## src/rtl/instr_mem_loader.sv

```systemverilog
// Streams program words into the instruction memory from address 0, pads the rest with NO_OP,
// and holds the CPU in reset until the whole image has been written.
module instr_mem_loader #(
  parameter int unsigned       ADDR_W = 10,
  parameter int unsigned       DATA_W = 9,
  parameter int unsigned       DEPTH  = 1024,
  parameter logic [DATA_W-1:0] NO_OP  = 9'b101100100
) (
  input  logic              clk,
  input  logic              rst_n,
  input  logic              start_i,
  input  logic              in_valid_i,
  input  logic [DATA_W-1:0] in_data_i,
  input  logic              in_last_i,
  output logic              in_ready_o,
  output logic              mem_we_o,
  output logic [ADDR_W-1:0] mem_addr_o,
  output logic [DATA_W-1:0] mem_wdata_o,
  output logic [ADDR_W:0]   word_count_o,
  output logic              overflow_o,
  output logic              done_o,
  output logic              cpu_hold_o
);

  localparam int unsigned       CNT_W     = ADDR_W + 1;
  localparam logic [ADDR_W-1:0] LAST_ADDR = ADDR_W'(DEPTH - 1);

  typedef enum logic [1:0] {
    ST_IDLE,
    ST_LOAD,
    ST_PAD,
    ST_DONE
  } state_e;

  state_e             state_q;
  logic [ADDR_W-1:0]  ptr_q;
  logic [ADDR_W-1:0]  ptr_d;
  logic [CNT_W-1:0]   word_count_q;
  logic [CNT_W-1:0]   word_count_d;
  logic               mem_we_q;
  logic [ADDR_W-1:0]  mem_addr_q;
  logic [DATA_W-1:0]  mem_wdata_q;
  logic               overflow_q;
  logic               done_q;
  logic               cpu_hold_q;
  logic               accept_c;
  logic               at_last_c;

  assign ptr_d        = ptr_q + ADDR_W'(1);
  assign word_count_d = word_count_q + CNT_W'(1);
  assign accept_c     = in_valid_i & (state_q == ST_LOAD);
  assign at_last_c    = (ptr_q == LAST_ADDR);

  // Loader sequencer; every write is issued one cycle after the edge that caused it.
  always_ff @(posedge clk) begin
    if (!rst_n) begin
      state_q      <= ST_IDLE;
      ptr_q        <= '0;
      word_count_q <= '0;
      mem_we_q     <= 1'b0;
      mem_addr_q   <= '0;
      mem_wdata_q  <= '0;
      overflow_q   <= 1'b0;
      done_q       <= 1'b0;
      cpu_hold_q   <= 1'b1;
    end else begin
      mem_we_q <= 1'b0;
      unique case (state_q)
        ST_IDLE, ST_DONE: begin
          if (start_i) begin
            state_q      <= ST_LOAD;
            ptr_q        <= '0;
            word_count_q <= '0;
            overflow_q   <= 1'b0;
            done_q       <= 1'b0;
            cpu_hold_q   <= 1'b1;
          end else if (state_q == ST_DONE) begin
            done_q     <= 1'b1;
            cpu_hold_q <= 1'b0;
          end
        end
        ST_LOAD: begin
          if (accept_c) begin
            mem_we_q     <= 1'b1;
            mem_addr_q   <= ptr_q;
            mem_wdata_q  <= in_data_i;
            ptr_q        <= ptr_d;
            word_count_q <= word_count_d;
            if (at_last_c) begin
              state_q    <= ST_DONE;
              overflow_q <= ~in_last_i;
            end else if (in_last_i) begin
              state_q <= ST_PAD;
            end
          end
        end
        ST_PAD: begin
          mem_we_q    <= 1'b1;
          mem_addr_q  <= ptr_q;
          mem_wdata_q <= NO_OP;
          ptr_q       <= ptr_d;
          if (at_last_c) begin
            state_q <= ST_DONE;
          end
        end
        default: state_q <= ST_IDLE;
      endcase
    end
  end

  assign in_ready_o   = (state_q == ST_LOAD);
  assign mem_we_o     = mem_we_q;
  assign mem_addr_o   = mem_addr_q;
  assign mem_wdata_o  = mem_wdata_q;
  assign word_count_o = word_count_q;
  assign overflow_o   = overflow_q;
  assign done_o       = done_q;
  assign cpu_hold_o   = cpu_hold_q;

endmodule

```

## config.mk

```make
export PLATFORM = sky130hd
export DESIGN_NAME = instr_mem_loader
export DESIGN_NICKNAME = d
export VERILOG_FILES = /design/src/rtl/instr_mem_loader.sv
export SDC_FILE = /design/constraint.sdc
export NUM_CORES = 1
export LEC_CHECK = 0
export CORE_MARGIN = 2
export CORE_UTILIZATION = 44
export CTS_CLUSTER_SIZE = 12
export DETAILED_ROUTE_END_ITERATION = 10
export GPL_TIMING_DRIVEN = 1
export PLACE_DENSITY = 0.75
export SLEW_MARGIN = 40
export SYNTH_ARGS = -nofsm -noshare
export SYNTH_HDL_FRONTEND = slang
export SYNTH_SLANG_ARGS = --single-unit
```

## constraint.sdc

```tcl
create_clock -name clk -period 2.4 [get_ports clk]
set_clock_uncertainty 0.2 [all_clocks]
set_input_delay 0.48 -clock clk [delete_from_list [all_inputs] [get_ports clk]]
set_output_delay 0.48 -clock clk [all_outputs]
set_load 0.05 [all_outputs]
```

==> results of run 1 <==
## through the flow
step                      setup TNS [ns]  utilization  std cells  total power, uW  hold WS, ns
after global routing                   0        0.637        359             2720        0.273
after global placement            -0.448        0.616        351             2080        0.237
final                                  0        0.637        359             2550        0.255
after floorplan                        0            -        236             1640        0.250
after CTS                              0        0.636        359             2560        0.257
after detailed placement          -0.687        0.616        351             2090        0.245
## routing by layer
metal	track usage	vias up
met5	0	-
met4	0.0545	0
met3	0.0399	4
met2	0.323	53
met1	0.250	882
li1	-	974
## worst reg2reg max path, stage by stage, from the launching register on
cell and delay (ns):
dfxtp_1 0.34, inv_1 0.05, ha_1 0.33, nor2b_1 0.16, buf_4 0.13, or4_4 0.53
or3_1 0.32, a21oi_1 0.14
## state kept, by name (all words and copies together) (netlist names)
| register | cells |
|---|---|
| state_q | 2 |
| overflow_o | 1 |
| mem_we_o | 1 |
| word_count_o | 11 |
| ptr_q | 10 |
| done_o | 1 |
| mem_addr_o | 10 |
| cpu_hold_o | 1 |
| mem_wdata_o | 9 |
## cell type report
| cell class | instances | area share |
|---|---|---|
| clock buffers | 6 | 0.0263 |
| clock inverters | 2 | 0.00499 |
| inverters | 6 | 0.00817 |
| multi-input cells | 176 | 0.367 |
| flip-flops and latches | 46 | 0.334 |
| well taps | 52 | 0.0236 |
| repair buffers | 71 | 0.236 |
## cell families (layout without fill, tap and decap cells)
| kind of cell | Yosys count | after routing |
|---|---|---|
| AND/OR/NAND/NOR | 102 | 102 |
| adder cells (fa/ha/maj) | 5 | 5 |
| XOR/XNOR | 8 | 8 |
| multiplexers | 1 | 1 |
| buffers and inverters | 14 | 85 |
| flip-flops | 46 | 46 |
| AO/OA/AOI/OAI | 60 | 60 |
## worst max-delay path by stage
stage	start	to	slack, ns
after floorplan	state_q[0]	word_count_o[9]	0.009
after global placement	in_valid_i	word_count_o[9]	-0.11
after detailed placement	in_valid_i	word_count_o[9]	-0.12
after CTS	state_q[0]	word_count_o[9]	0.07
after global routing	state_q[0]	ptr_q[7]	0.008
final	state_q[0]	ptr_q[5]	0.14
## repair_timing
item                                    4_1_cts  5_1_grt
gates resized for setup                       0        2
endpoints found under the setup margin        0        6
buffers inserted                              0        0
## placed cells by master (no fill, tap or decap), types with 7 or more instances in the layout
cell and count:
nor2_1 24, dfxtp_1 46, buf_4 24, or3_1 8, clkdlybuf4s50_1 47, nand2_1 36
nand3_1 7, o21ai_0 13, a21oi_1 23
## cell usage after synthesis (4+ instances only)
library cell | n | area [um^2]
ha_1 | 5 | 62.6
a21oi_1 | 23 | 115
nand3_1 | 7 | 35.0
nand4_1 | 4 | 25.0
or4_1 | 4 | 30.0
clkbuf_1 | 6 | 22.5
nor2_1 | 24 | 90.1
xnor2_1 | 6 | 52.6
nand2_1 | 36 | 135
dfxtp_1 | 46 | 921
o22ai_1 | 4 | 25.0
inv_1 | 5 | 18.8
o21ai_0 | 13 | 65.1
or3_1 | 8 | 50.1
a22oi_1 | 6 | 45.0
## where the power goes
| group | leakage (uW) | switching (uW) | internal, uW | total, uW |
|---|---|---|---|---|
| Clock | 0.0000452 | 266 | 206 | 472 |
| Combinational | 0.000558 | 722 | 470 | 1190 |
| Sequential | 0.000372 | 49.6 | 840 | 889 |
| Total | 0.000975 | 1040 | 1520 | 2550 |
==> results.toml, run 1 <==
[route]
drc = 0
wl_per_cell_um = 13.0
first_iter_violations = 105
viasPerCell = 5.33
vias = 1913
wl_met3_um = 228
ant_nets = 0
met1_length_um = 2160
routed-wl-met2_um = 2230
highest_layer = "met4"
firstDrtPassIters = 4
finalWirelength_um = 4660

[setup_path]
crit_cells = 7
rrSetupSlack_ns = 0.14
ff2ff_path_depth = 7
critPathMaxFanout = 5
rr_startpoint = "state_q[0]"
critical_path.cell_chain = "inv_1, ha_1, nor2b_1, buf_4, or4_4, or3_1, a21oi_1"
critPathCaptureType = "flop"
critPathTopFamily = "simple AND/OR/NAND/NOR gates"
r2r-end = "ptr_q[5]"
cpPeakStageDelay_ns = 0.53
required_ns = 2.43
criticalPathCategory = "flop to flop"
critPathArrivalTime_ns = 2.30
crit_buf_inv = 2
start_kind = "flop"
critPathSlowestCell = "or4_4"

[cts]
root_buffer = "clkbuf_8"
insertion_delay_ns = 0.30
htree_levels = 2
clkSlewWorstSetupHoldPaths_ns = 0.09
cts_tree = "built"
cts_sinks = 46
cts_max_path_buffers = 2
cts_hold_buffers = 0
numCtsBuffers = 5

[logic_synthesis]
synthMuxAreaShare = 0.00571
async_flop_share = 0
synth-seq-cells = 46
synth-xor-area-share = 0.0355
synth_compound_area_frac = 0.177
synthSimpleGateAreaFrac = 0.252
ys_types = 40
synth_warnings = 0
avgSynthCellArea_um2 = 8.36
synth_cells = 236
synth_top_family_by_area = "simple AND/OR/NAND/NOR gates"
ys_seq_area_frac = 0.467
syn-cell-area_mm2 = 0.00197
ys.flop_type = "dfxtp_1"
synth_edf_count = 0
syn-num-nets = 255
synthAdderAreaFrac = 0.0317

[power]
ir_drop_uv = 744
p_per_area_mw_per_mm2 = 926
leakagePower_uw = 0.000975

[floorplanning]
rows = 24
ios = 49
fp.dieH_um = 71.0
die_w_um = 71.0
start_util = 0.456
dieArea_mm2 = 0.00504
core_area_mm2 = 0.00432

[global_route]
grt_pass1_vias = 1797
grt.total_usage = 0.192
antenna_found_initial = 0
grt_overflow = 0
grt_pass1_wl_um = 7910
grt_max_degree = 20

[sta]
max_slew_margin = 0.659
max_freq_ghz = 0.442
drv_slew = 0
hold_violations = 0
grt_setup_unrepaired = "no"
setup_viol = 0
finalWorstSetupSlack_ns = 0.137
period_share = 0.943
worstMarginPinSlew_ns = 0.510
min_period_ns = 2.26

[run]
cap_violations = 0

[cells_and_area]
fillerInstances = 400
n_antenna_cell = 0
design_area_mm2 = 0.00276
multi_input_area_mm2 = 0.00101
fin_nets = 325
area_growth_pct = 39.7
layout-drive-gt1-share = 0.114
seq_area_um2 = 921

[place]
post_dp_cell_area_mm2 = 0.00266
pre_cts_ws_ns = -0.123
io_buffers = 48
dpl.hpwl_um = 3490
gp_congestion = 0.759

[hold_path]
worstHoldEndpoint = "mem_addr_o[6]"
holdCritPathClass = "flop to flop"
hold_path_depth = 2
hp-start = "mem_addr_o[6]"

[run_status]
outcome = "completed"
Note: power is estimated with default switching activity, not from simulation.
==> inputs of run 2 (changes only) <==
--- a/config.mk
+++ b/config.mk
@@ -5,6 +5,7 @@
 export SDC_FILE = /design/constraint.sdc
 export NUM_CORES = 1
 export LEC_CHECK = 0
+export CORE_ASPECT_RATIO = 1.5
 export CORE_MARGIN = 2
 export CORE_UTILIZATION = 44
 export CTS_CLUSTER_SIZE = 12
==> results.toml, run 2 (synthesis gave the netlist of run 1 again) <==
[run_status]
outcome = "finished, violations left"
violations = "DRC"

[global_route]
antenna_found_initial = 0
grt_pass1_vias = 1760
grt_max_degree = 26
grt_overflow = 0
grt.total_usage = 0.194
grt_pass1_wl_um = 7700

[floorplanning]
core_area_mm2 = 0.00428
fp.dieH_um = 86.0
ios = 49
start_util = 0.461
die_w_um = 58.7
dieArea_mm2 = 0.00505
rows = 29

[route]
first_iter_violations = 52
ant_nets = 0
wl_per_cell_um = 13.4
vias = 1905
firstDrtPassIters = 7
finalWirelength_um = 4660
viasPerCell = 5.47
drc = 2

[sta]
max_freq_ghz = 0.432
grt_setup_unrepaired = "no"
min_period_ns = 2.31
period_share = 0.964
worstMarginPinSlew_ns = 0.507
finalWorstSetupSlack_ns = 0.0861
max_slew_margin = 0.661
hold_ws_ns = 0.252
drv_slew = 0
hold_violations = 0
setup_viol = 0

[power]
seqPwrFrac = 0.339
internal-power_uw = 1590
ir_drop_uv = 660
pwr-share-clk = 0.220
power_frac_comb = 0.441
p_per_area_mw_per_mm2 = 957
sw_frac_of_total = 0.392
p_switching_uw = 1030
leakagePower_uw = 0.000955
finalPower_uw = 2620

[hold_path]
holdCritPathClass = "flop to flop"

[cts]
cts_tree = "built"
root_buffer = "clkbuf_8"
cts_sinks = 46
insertion_delay_ns = 0.30
numCtsBuffers = 5
clkSlewWorstSetupHoldPaths_ns = 0.09
htree_levels = 2
cts_max_path_buffers = 2

[place]
dpl.hpwl_um = 3530
io_buffers = 48
gp_congestion = 0.856
placed_cells = 340
pre_cts_ws_ns = -0.174

[setup_path]
critPathSlowestCell = "or4_1"
start_kind = "flop"
critical_path.cell_chain = "inv_1, ha_1, nor2b_1, or4_1, or4_1, nand2_1"
critPathArrivalTime_ns = 2.36
crit_buf_inv = 1
criticalPathCategory = "flop to flop"
critPathMaxFanout = 8
critPathCaptureType = "flop"
required_ns = 2.45
cpMostUsedCell = "or4_1"
cpPeakStageDelay_ns = 0.63
critPathTopFamily = "simple AND/OR/NAND/NOR gates"

[cells_and_area]
layout-drive-gt1-share = 0.0993
n_antenna_cell = 0
fin_nets = 320
final_cells = 348
final_common_cell = "clkdlybuf4s50_1"
utilization = 0.639
area_growth_pct = 38.6
largest_reg_flops = 11
layout_common_cells = "clkdlybuf4s50_1, dfxtp_1, nand2_1"

[run]
cap_violations = 0
run 2: final cells by class:
| cell class | instances | area (um^2) |
|---|---|---|
| Fill cell | 402 | 1550 |
| Multi-Input combinational cell | 176 | 1010 |
| Sequential cell | 46 | 921 |
| Timing Repair Buffer | 66 | 613 |
| Clock buffer | 5 | 68.8 |
| Tap cell | 46 | 57.6 |
| Clock inverter | 3 | 45.0 |
| Inverter | 6 | 22.5 |
run 2: power by group through the flow:
stage                     logic, uW  clock network (uW)  registers (uW)
final                          1150                 576             887
after global routing           1260                 611             898
after CTS                      1160                 589             889
after detailed placement       1150                   0             906
after global placement         1130                   0             903
after floorplan                 563                   0            1070
run 2: worst paths after layout:
path / from / endpoint / slack [ns] / depth (start not counted)
max: state_q[0] / word_count_o[9] / 0.09 / 6
min: mem_addr_o[6] / mem_addr_o[6] / 0.25 / 2
max reg2reg: state_q[0] / word_count_o[9] / 0.09 / 6
min reg2reg: mem_addr_o[6] / mem_addr_o[6] / 0.25 / 2
run 2: routing by layer:
layer  vias up  routed length [um]  track usage
met4         0                  97       0.0888
met2        44                2460        0.331
li1        962                   -            -
met1       890                1930        0.221
met3         9                 166       0.0498
met5         -                   0            0
run 2: per-stage QoR:
step	TNS (ns)	area [um^2]
finish	0	2740
global route	0	2740
CTS	0	2730
detailed placement	-1.01	2620
global placement	-0.646	2620
floorplan	0	1990
run 2: timing repair:
item / in CTS / in global routing
setup buffers: 0 / 0
endpoints found under the setup margin: 0 / 3
resized for setup: 0 / 1
hold buffers: 0 / 0
run 2: worst register-to-register path: stages (launching register included):
cell and delay, ns:
dfxtp_1 0.33, inv_1 0.04, ha_1 0.33, nor2b_1 0.16
or4_1 0.63, or4_1 0.50, nand2_1 0.07
